--- src/rtl/id_stage.sv ---
// Instruction-decode stage for a 5-stage MIPS-style pipeline.
// Contains the register file, control decode, hazard stall, branch/jump resolution and a stall counter.
module id_stage (
  input  logic        clk,
  input  logic        rst_n,
  input  logic [31:0] instr,
  input  logic [31:0] pc_plus4,
  input  logic        wb_reg_write,
  input  logic [4:0]  wb_write_reg,
  input  logic [31:0] wb_write_data,
  input  logic        ex_mem_read,
  input  logic        ex_reg_write,
  input  logic [4:0]  ex_write_reg,
  input  logic        mem_mem_read,
  input  logic [4:0]  mem_write_reg,
  output logic        mem_write,
  output logic        mem_read,
  output logic        reg_write,
  output logic        reg_dst,
  output logic        mem_to_reg,
  output logic        ALU_src,
  output logic [2:0]  ALU_op,
  output logic [31:0] read_data1,
  output logic [31:0] read_data2,
  output logic [31:0] imm_sext,
  output logic [4:0]  rs,
  output logic [4:0]  rt,
  output logic [4:0]  rd,
  output logic        stall,
  output logic        flush_if,
  output logic        branch_taken,
  output logic [31:0] branch_target,
  output logic [15:0] stall_count
);

  localparam int unsigned XLEN   = 32;
  localparam int unsigned NREGS  = 32;
  localparam int unsigned CNT_W  = 16;

  localparam logic [5:0] OP_RTYPE = 6'b000000;
  localparam logic [5:0] OP_ADDI  = 6'b001000;
  localparam logic [5:0] OP_SLTI  = 6'b001010;
  localparam logic [5:0] OP_LW    = 6'b100011;
  localparam logic [5:0] OP_SW    = 6'b101011;
  localparam logic [5:0] OP_BEQ   = 6'b000100;
  localparam logic [5:0] OP_J     = 6'b000010;

  localparam logic [5:0] FN_ADD = 6'b100000;
  localparam logic [5:0] FN_SUB = 6'b100010;
  localparam logic [5:0] FN_AND = 6'b100100;
  localparam logic [5:0] FN_OR  = 6'b100101;
  localparam logic [5:0] FN_SLT = 6'b101010;

  localparam logic [2:0] ALU_ADD = 3'b000;
  localparam logic [2:0] ALU_SUB = 3'b001;
  localparam logic [2:0] ALU_AND = 3'b010;
  localparam logic [2:0] ALU_OR  = 3'b011;
  localparam logic [2:0] ALU_SLT = 3'b100;

  logic [5:0]      opcode;
  logic [5:0]      funct;
  logic [XLEN-1:0] regs_q [NREGS];
  logic [XLEN-1:0] regs_d [NREGS];
  logic [CNT_W-1:0] stall_count_q;
  logic [CNT_W-1:0] stall_count_d;
  logic            wr_en;
  logic            is_rtype;
  logic            is_sw;
  logic            is_beq;
  logic            is_j;
  logic            load_use;
  logic            beq_haz;
  logic            unused_shamt;

  logic            dec_mem_write;
  logic            dec_mem_read;
  logic            dec_reg_write;
  logic            dec_reg_dst;
  logic            dec_mem_to_reg;
  logic            dec_alu_src;
  logic [2:0]      dec_alu_op;

  assign opcode       = instr[31:26];
  assign funct        = instr[5:0];
  assign rs           = instr[25:21];
  assign rt           = instr[20:16];
  assign rd           = instr[15:11];
  assign imm_sext     = {{16{instr[15]}}, instr[15:0]};
  assign unused_shamt = ^instr[10:6];

  // Writes are suppressed during reset so write-through also stays quiet
  assign wr_en = rst_n && wb_reg_write && (wb_write_reg != 5'd0);

  always_comb begin
    regs_d = regs_q;
    if (wr_en) regs_d[wb_write_reg] = wb_write_data;
  end

  always_ff @(posedge clk or negedge rst_n) begin
    if (!rst_n) begin
      for (int i = 0; i < NREGS; i++) regs_q[i] <= '0;
    end else begin
      regs_q <= regs_d;
    end
  end

  always_comb begin
    read_data1 = regs_q[rs];
    read_data2 = regs_q[rt];
    if (wr_en && (wb_write_reg == rs)) read_data1 = wb_write_data;
    if (wr_en && (wb_write_reg == rt)) read_data2 = wb_write_data;
    if (rs == 5'd0) read_data1 = '0;
    if (rt == 5'd0) read_data2 = '0;
  end

  // Raw control decode; unsupported opcode/funct leaves everything at 0 (bubble)
  always_comb begin
    dec_mem_write  = 1'b0;
    dec_mem_read   = 1'b0;
    dec_reg_write  = 1'b0;
    dec_reg_dst    = 1'b0;
    dec_mem_to_reg = 1'b0;
    dec_alu_src    = 1'b0;
    dec_alu_op     = ALU_ADD;
    unique case (opcode)
      OP_RTYPE: begin
        unique case (funct)
          FN_ADD: begin dec_reg_write = 1'b1; dec_reg_dst = 1'b1; dec_alu_op = ALU_ADD; end
          FN_SUB: begin dec_reg_write = 1'b1; dec_reg_dst = 1'b1; dec_alu_op = ALU_SUB; end
          FN_AND: begin dec_reg_write = 1'b1; dec_reg_dst = 1'b1; dec_alu_op = ALU_AND; end
          FN_OR:  begin dec_reg_write = 1'b1; dec_reg_dst = 1'b1; dec_alu_op = ALU_OR;  end
          FN_SLT: begin dec_reg_write = 1'b1; dec_reg_dst = 1'b1; dec_alu_op = ALU_SLT; end
          default: ;
        endcase
      end
      OP_ADDI: begin dec_reg_write = 1'b1; dec_alu_src = 1'b1; dec_alu_op = ALU_ADD; end
      OP_SLTI: begin dec_reg_write = 1'b1; dec_alu_src = 1'b1; dec_alu_op = ALU_SLT; end
      OP_LW: begin
        dec_mem_read   = 1'b1;
        dec_reg_write  = 1'b1;
        dec_mem_to_reg = 1'b1;
        dec_alu_src    = 1'b1;
      end
      OP_SW: begin dec_mem_write = 1'b1; dec_alu_src = 1'b1; end
      default: ;
    endcase
  end

  assign is_rtype = (opcode == OP_RTYPE);
  assign is_sw    = (opcode == OP_SW);
  assign is_beq   = (opcode == OP_BEQ);
  assign is_j     = (opcode == OP_J);

  // beq resolves in ID, so it must also wait on any in-flight ALU or load result
  always_comb begin
    load_use = ex_mem_read && (ex_write_reg != 5'd0) &&
               ((ex_write_reg == rs) || ((is_rtype || is_sw || is_beq) && (ex_write_reg == rt)));
    beq_haz  = is_beq &&
               ((ex_reg_write && (ex_write_reg != 5'd0) &&
                 ((ex_write_reg == rs) || (ex_write_reg == rt))) ||
                (mem_mem_read && (mem_write_reg != 5'd0) &&
                 ((mem_write_reg == rs) || (mem_write_reg == rt))));
  end

  always_comb begin
    stall         = rst_n && (load_use || beq_haz);
    mem_write     = 1'b0;
    mem_read      = 1'b0;
    reg_write     = 1'b0;
    reg_dst       = 1'b0;
    mem_to_reg    = 1'b0;
    ALU_src       = 1'b0;
    ALU_op        = ALU_ADD;
    branch_taken  = 1'b0;
    branch_target = pc_plus4 + XLEN'({imm_sext[29:0], 2'b00});
    if (is_j) branch_target = {pc_plus4[31:28], instr[25:0], 2'b00};
    if (rst_n && !stall) begin
      mem_write    = dec_mem_write;
      mem_read     = dec_mem_read;
      reg_write    = dec_reg_write;
      reg_dst      = dec_reg_dst;
      mem_to_reg   = dec_mem_to_reg;
      ALU_src      = dec_alu_src;
      ALU_op       = dec_alu_op;
      branch_taken = is_j || (is_beq && (read_data1 == read_data2));
    end
    flush_if = branch_taken;
  end

  // Saturating stall-cycle counter
  always_comb begin
    stall_count_d = stall_count_q;
    if (stall && (stall_count_q != {CNT_W{1'b1}})) stall_count_d = stall_count_q + CNT_W'(1);
  end

  always_ff @(posedge clk or negedge rst_n) begin
    if (!rst_n) stall_count_q <= '0;
    else        stall_count_q <= stall_count_d;
  end

  assign stall_count = stall_count_q;

endmodule

--- config.mk ---
export PLATFORM = sky130hd
export DESIGN_NAME = id_stage
export DESIGN_NICKNAME = d
export VERILOG_FILES = /design/src/rtl/id_stage.sv
export SDC_FILE = /design/constraint.sdc
export NUM_CORES = 2
export LEC_CHECK = 0
export CAP_MARGIN = 25
export CORE_MARGIN = 2
export CORE_UTILIZATION = 55
export CTS_BUF_LIST = sky130_fd_sc_hd__clkbuf_4 sky130_fd_sc_hd__clkbuf_8 sky130_fd_sc_hd__clkbuf_16
export DETAILED_ROUTE_END_ITERATION = 10
export PLACE_DENSITY = 0.77
export SLEW_MARGIN = 15
export SYNTH_ARGS = -nofsm -noshare
export SYNTH_HDL_FRONTEND = slang
export SYNTH_SLANG_ARGS = --single-unit
--- constraint.sdc ---
create_clock -name clk -period 4.4 [get_ports clk]
set_input_delay 0.88 -clock clk [delete_from_list [all_inputs] [get_ports clk]]
set_output_delay 0.88 -clock clk [all_outputs]
set_load 0.05 [all_outputs]
Word-level counts from Yosys, hierarchy flattened

Cells that the tools add are included.
W data, S select, Z words.

Bitwise operators: 3
Reduce and logical (&&, ||, !) cells: 35
Equal/unequal tests: 19
$add $sub $neg: 2
Magnitude comparators: 4
Multiplexer cells: 29

Operator list:

| cell                    | number |
|---|---|
| $bwmux W1024            | 1 |
| $bmux W32 S5            | 2 |
| $mux W32                | 10 |
| $demux W32 S5           | 1 |
| $eq A6 B6 Y1 const B    | 7 |
| $add A32 B32 Y32        | 1 |
| $eq A32 B32 Y1          | 1 |
| $eq A5 B5 Y1            | 6 |
| $ge A6 B6 Y1 const B    | 3 |
| $not A5 Y6              | 3 |
| $logic_and A1 B1 Y1     | 17 |
| $add A16 B1 Y16 const B | 1 |
| $ne A16 B16 Y1 const B  | 1 |
| $reduce_bool A5 Y1      | 3 |
| $eq A6 B4 Y1 const B    | 2 |
| $pmux W3 S4             | 1 |
| $mux W1                 | 11 |
| $logic_not A5 Y1        | 2 |
| $logic_or A1 B1 Y1      | 8 |
| $eq A6 B2 Y1 const B    | 1 |
| $eq A6 B3 Y1 const B    | 1 |
| $logic_not A6 Y1        | 1 |
| $lt A6 B1 Y1 const B    | 1 |
| $pmux W3 S2             | 1 |
| 6 further kinds         | 6 |

Register bits: 1,040
Logic and storage cells: 125
Output and inout port bits: 171
Bits of input ports: 117

Longest topological paths before layout

Depth after elaboration: 11
Gate-level depth with buffers: 17
Depth with buffers taken out: 13

Least setup slack after synthesis

OpenSTA, ideal clock, no wires.

Path kind: in2out
From: input port instr[16]
To: output port flush_if
Arrival time: 5.842 ns
Setup slack: -2.322 ns
Required time: 3.520 ns
Stages: 15
Path through: buf_4 > buf_6 > buf_4 > buf_4 > buf_4 > mux2i_1 > o221ai_1 > a221oi_1 > o41ai_1 > xnor2_1 > nand4b_1 > a2111oi_2 > nand4_1 > o21ai_1 > buf_4

Word-level cells in the longest chain between the ends: 10
Elaborated cells between the ends (all ways): 28
Classes of those cells: 4 x eq/ne; 6 x mux; 1 x bitwise; 17 x reduce/logical

Ends and longest elaborated chain:

| what                                        | RTL line | source |
|---|---|---|
| from (decl)                                 | 6        | `input logic [31:0] instr,` |
| $not A5 Y6 (not written as such)            | 109      | `read_data2 = regs_q[rt];` |
| $bmux W32 S5                                | 109      |  |
| $mux W32 (not written as such) (2 in a row) | 109      |  |
| $mux W32                                    | 111      | `if (wr_en && (wb_write_reg == rt)) read_data2 = wb_write_data;` |
| $mux W32 *                                  | 113      | `if (rt == 5'd0) read_data2 = '0;` |
| named net read_data2[28]                    | 24       | `output logic [31:0] read_data2,` |
| $eq A32 B32 Y1 *                            | 185      | `branch_taken = is_j \|\| (is_beq && (read_data1 == read_data2));` |
| $logic_and A1 B1 Y1 *                       | 185      |  |
| $logic_or A1 B1 Y1 *                        | 185      |  |
| $mux W1 *                                   | 177      | `if (rst_n && !stall) begin` |
| to (decl)                                   | 30       | `output logic flush_if,` |

Mark *: on every way through the listed nets, which the timed path passes. The rest lies on a longest branch. The select of a mux whose other input is x is not followed.

Final worst setup path

From: input port instr[21]
To: output port flush_if

Word-level cells in the longest chain between the ends: 10
Elaborated cells between the ends (all ways): 27
Classes of those cells: 4 x eq/ne; 6 x mux; 1 x bitwise; 16 x reduce/logical

Ends and longest elaborated chain:

| what                                                                 | RTL line | source |
|---|---|---|
| $not A5 Y6 (not written as such) (tied with other cells)             | 108      | `read_data1 = regs_q[rs];` |
| $bmux W32 S5 (tied with other cells)                                 | 108      |  |
| $mux W32 (not written as such) (tied with other cells)               | 108      |  |
| $mux W32 (not written as such) or $logic_or A1 B1 Y1 (tied branches) | 108, 160 |  |
| $mux W32 or $logic_and A1 B1 Y1 (tied branches)                      | 110, 158 |  |
| $mux W32 or $logic_or A1 B1 Y1 (tied branches)                       | 112, 166 |  |
| $eq A32 B32 Y1 or $logic_and A1 B1 Y1 (tied branches)                | 185, 166 |  |
| $logic_and A1 B1 Y1 or $logic_not A1 Y1 (tied branches)              | 185, 177 |  |
| $logic_or A1 B1 Y1 or $logic_and A1 B1 Y1 (tied branches)            | 185, 177 |  |
| $mux W1 *                                                            | 177      |  |

Every way passes the cells marked *; elsewhere a longest branch is shown, timed or not. The select of a mux whose other input is x is not followed.

==> results summary <==
The run finished, with violations left. The checks that failed: negative setup slack. The count of fill cells added during filler insertion is 6884. The number of enable-type register cells in the synthesized netlist is 0. For the final database, setup skew stands at about 0.0060 ns. The clock latency at the later pin of the worst-skew pair came out at 0.69 ns. The number of buffer and inverter instances along the worst setup path came out at 5. The element type at the critical path start is an input pin. The total nets after synthesis is ~4400.

The flip-flop and latch count after synthesis is 1040. The die width came out at approximately 330 um. The final cell count without fillers came out at approximately 6400. The post-route worst setup slack came out at -0.943 ns. Cells with a size suffix above 1 make up between 50% and 60% of the layout. The fraction of the yosys area taken by sequential cells came out at 44.3%.

Setup violations remaining at the end of the flow were counted as 5. The site row count is 119. Measured against its own limit, the worst slew margin works out to 25.2%.

Traced cell by cell, the critical path runs through buf_16 -> buf_12 -> buf_6 -> mux4_2 -> mux4_2 -> nor3b_4 -> a221o_2 -> xnor2_2 -> nand4b_1 -> a2111oi_4 -> nand4_1 -> o21ai_4 -> buf_12 -> buf_12. The internal power consumption came out at 20.6 mW. STA classifies the critical path endpoint as an output pin. The number of global-route vias before repair came to 45495. The clock network fraction of total power came out at 36.0%. In this run the critical register-to-register path is launched from stall_count[7]. The power consumption came out at between 20 and 30 mW. The post-route clock period utilization came out at 121%. The post-route core utilization is 69.7%. The count of unique library cells instantiated by Yosys is 70. On the critical path, the stage with the largest delay is an instance of sky130_fd_sc_hd__mux4_2.

The endpoint identified for the worst register-to-register timing path is stall_count[13]. The number of cells traversed by the worst register-to-register path came out at 10. The data arrival at the endpoint of the critical path is 4.46 ns. The synthesized netlist occupies a cell area of 0.0587 mm2. The congestion estimate from routability-driven global placement came to 0.975. Setup repair after global routing could not meet its margin everywhere. In this run, the combinational gates consume 23.4% of the power. The number of pins with negative max-slew slack in the final report is 0. The class of the tightest hold or removal check is in -> async.

The count of endpoints failing hold in the final timing report came out at 0. The net count reported at finish came out at ~5000. Based on the critical path, the design can be clocked at up to 187 MHz. Broken down by cell family, the worst path's largest delay share belongs to multiplexers. The switching part of the total came out at roughly 29%. The die height is 331 um. The leftover overflow at the end of global routing came out at 0. The initial antenna violation count is 10. Leaving out fill and tap cells, the most frequent cell in the layout is sky130_fd_sc_hd__dfrtp_1. By startpoint and endpoint, the worst setup path is classified as in -> out. The area of combinational cells with multiple inputs came out at ~0.032 mm2. The global routing usage on met3 came out at 11.3%. The number of cells after detailed placement came out at between 6000 and 7000. The net load switching power came out at about 8.3 mW. The maximum level of the CTS H-tree came out at 3. The required time reported for the critical path endpoint is 3.52 ns.

In the layout the commonest cells are 1040 x sky130_fd_sc_hd__dfrtp_1, 1032 x sky130_fd_sc_hd__mux2_2, 699 x sky130_fd_sc_hd__buf_4. The shortest clock period the worst path allows after layout is 5.34 ns. In this run the worst path has a maximum fanout of 7. The met2 demand-to-capacity share in global routing came out at between 50% and 60%. The violation count after the first detailed-route iteration came out at 6185. The global routing usage summed across all routing layers came out at 38.4%. The worst-case IR drop observed on VDD is 0.322 mV. The first-pass iteration count of the detailed router came out at 8. The most critical setup path has its startpoint at instr[21]. After routing the design area is 0.0736 mm2. The average detailed-routed wire length per instance is about 33 um. The cell area reported after detailed placement is between 0.06 and 0.07 mm2.

The static leakage came out at 33.6 nW. The peak per-stage delay on the critical path is 0.51 ns. The initial utilization of the core area, before any placement, comes to a little under three fifths. After clock tree synthesis, the clock-pin slew on the worst setup and hold paths is around 0.07 ns.

The sequential cells in the finished layout cover a total of around 0.026 mm2. The synthesized area per cell is ~14 um2. After detailed routing, the number of remaining DRC violations is 0.

In this run the clock root is driven by a sky130_fd_sc_hd__clkbuf_16. The area growth from synthesis to layout is 25.3%. The fraction of synthesis flops using an asynchronous set or reset pin is 100%. The total power per unit cell area came out at 392 mW/mm2. The overall via count from detail_route is about 45000. The per-cell via count in the routed design came out at approximately 7. During placement, the flow inserted port buffers numbering 287. Entering global routing, the biggest net connects just under 200 pins. Across the run, the number of max-cap violations was 0.

Detailed placement ended at an HPWL of 138000 um. The worst slack at placement is -1.36 ns. The number of nets with antenna violations after routing is 0. For this run, the leading register cell type out of synthesis is sky130_fd_sc_hd__dfrtp_1. The clock tree from TritonCTS is yes. The instance count of the mapped netlist came out at 4229.

The first-pass GRT wire length came out at 306000 um. Among the stages of the critical path, the cell type that occurs most often is sky130_fd_sc_hd__buf_12. The maximum count of clock buffers along a single path is 3.

Pin placement for this block handled around 290 I/O pins. Buffers inserted during clock tree synthesis total 113. The total area inside the core boundary comes to 0.106 mm2.

The aggregate routed wire length came out at about 210000 um. The die covers 0.109 mm2. The slew at the pin with the worst max-slew slack is 1.12 ns. For this run, the number of Yosys warnings is 0. The clock net sink count came out at roughly 1000. met2 is the most crowded layer.

The part of the power in registers came out at 40.6%. The register-to-register setup slack came out at 2.20 ns. The met1 layer usage reported by global route came out at 50.1%.
==> state kept, by name, indices dropped and copies added (netlist names) <==
signal and cells:
stall_count 16, regs_q 1024
==> what timing repair did <==
item,in CTS,in global routing
gates cloned,3,1
hold buffers,0,0
pin swaps,62,57
setup endpoints to repair,28,17
endpoints found under the hold margin,0,0
gates resized for setup,170,82
buffers inserted,56,14
==> synthesized netlist by cell type, types with 10 or more instances <==
| master | number | share of area [%] |
|---|---|---|
| sky130_fd_sc_hd__a211oi_1 | 16 | 0.20 |
| sky130_fd_sc_hd__a21o_1 | 16 | 0.20 |
| sky130_fd_sc_hd__a21oi_1 | 112 | 0.95 |
| sky130_fd_sc_hd__a221o_1 | 25 | 0.43 |
| sky130_fd_sc_hd__a22o_1 | 16 | 0.24 |
| sky130_fd_sc_hd__a22oi_1 | 58 | 0.74 |
| sky130_fd_sc_hd__a32o_1 | 26 | 0.44 |
| sky130_fd_sc_hd__and2_1 | 10 | 0.11 |
| sky130_fd_sc_hd__buf_1 | 62 | 0.40 |
| sky130_fd_sc_hd__buf_2 | 50 | 0.43 |
| sky130_fd_sc_hd__buf_4 | 85 | 1.1 |
| sky130_fd_sc_hd__buf_6 | 20 | 0.38 |
| sky130_fd_sc_hd__clkbuf_1 | 281 | 1.8 |
| sky130_fd_sc_hd__dfrtp_1 | 1040 | 44 |
| sky130_fd_sc_hd__ha_1 | 30 | 0.64 |
| sky130_fd_sc_hd__inv_1 | 26 | 0.17 |
| sky130_fd_sc_hd__mux2_2 | 1032 | 20 |
| sky130_fd_sc_hd__mux2i_1 | 231 | 3.9 |
| sky130_fd_sc_hd__mux4_2 | 426 | 16 |
| sky130_fd_sc_hd__nand2_1 | 114 | 0.73 |
| sky130_fd_sc_hd__nand3_1 | 26 | 0.22 |
| sky130_fd_sc_hd__nand3b_1 | 11 | 0.14 |
| sky130_fd_sc_hd__nand4_1 | 14 | 0.15 |
| sky130_fd_sc_hd__nor2_1 | 68 | 0.43 |
| sky130_fd_sc_hd__nor2b_1 | 14 | 0.15 |
| sky130_fd_sc_hd__nor3_1 | 26 | 0.22 |
| sky130_fd_sc_hd__o21ai_0 | 42 | 0.36 |
| sky130_fd_sc_hd__o21bai_1 | 11 | 0.14 |
| sky130_fd_sc_hd__o221ai_1 | 72 | 1.1 |
| sky130_fd_sc_hd__o22ai_1 | 28 | 0.30 |
| sky130_fd_sc_hd__o31ai_1 | 12 | 0.15 |
| sky130_fd_sc_hd__xnor2_1 | 60 | 0.89 |
| sky130_fd_sc_hd__xor2_1 | 35 | 0.52 |
==> how the worst max path moves through the flow <==
stage | endpoint | slack [ns] | depth (start not counted)
final | flush_if | -0.94 | 14
after global routing | branch_taken | -0.97 | 18
after CTS | flush_if | -0.87 | 14
after detailed placement | flush_if | -1.36 | 17
after global placement | flush_if | -1.41 | 17
after floorplan | flush_if | -0.59 | 14
==> power by group through the flow <==
| stage | clock (mW) | combinational (mW) | sequential [mW] |
|---|---|---|---|
| after floorplan | 0 | 4.09 | 11.5 |
| after global routing | 10.8 | 7.06 | 11.8 |
| after CTS | 10.4 | 6.60 | 11.7 |
| after global placement | 0 | 6.26 | 11.7 |
| after detailed placement | 0 | 6.39 | 11.8 |
| final | 10.4 | 6.76 | 11.7 |
==> stage by stage <==
stage	hold WS [ns]	TNS, ns
after floorplan	0.441	-1.06
after global placement	0.377	-10.73
after detailed placement	0.383	-10.42
after CTS	0.147	-1.92
after global routing	0.169	-2.60
final	0.184	-2.07
==> kinds of logic (layout without fill, tap and decap cells) <==
logic type,after synthesis,after routing,share of synthesized area (%)
mux,1693,1693,40.2
buf+inv,525,1276,4.28
xor+xnor,95,95,1.42
other cells,0,3,0
simple gates,358,358,3.13
flops,1040,1040,44.3
compound gates,487,487,5.98
fa+ha+maj,31,31,0.673
==> metal layers <==
metal	up-vias	wire length, um
met1	23134	75700
met5	-	72
met2	3134	93400
li1	17545	-
met3	865	26100
met4	14	15600
==> layout make-up <==
| class | count | share of cell area, % |
|---|---|---|
| inverters | 26 | 0.133 |
| multi-input cells | 2664 | 42.8 |
| flip-flops and latches | 1040 | 35.3 |
| clock inverters | 36 | 0.760 |
| repair buffers | 1040 | 13.8 |
| diodes | 3 | 0.0102 |
| well taps | 1391 | 2.36 |
| clock buffers | 174 | 4.78 |
Note: power is estimated with default switching activity, not from simulation.
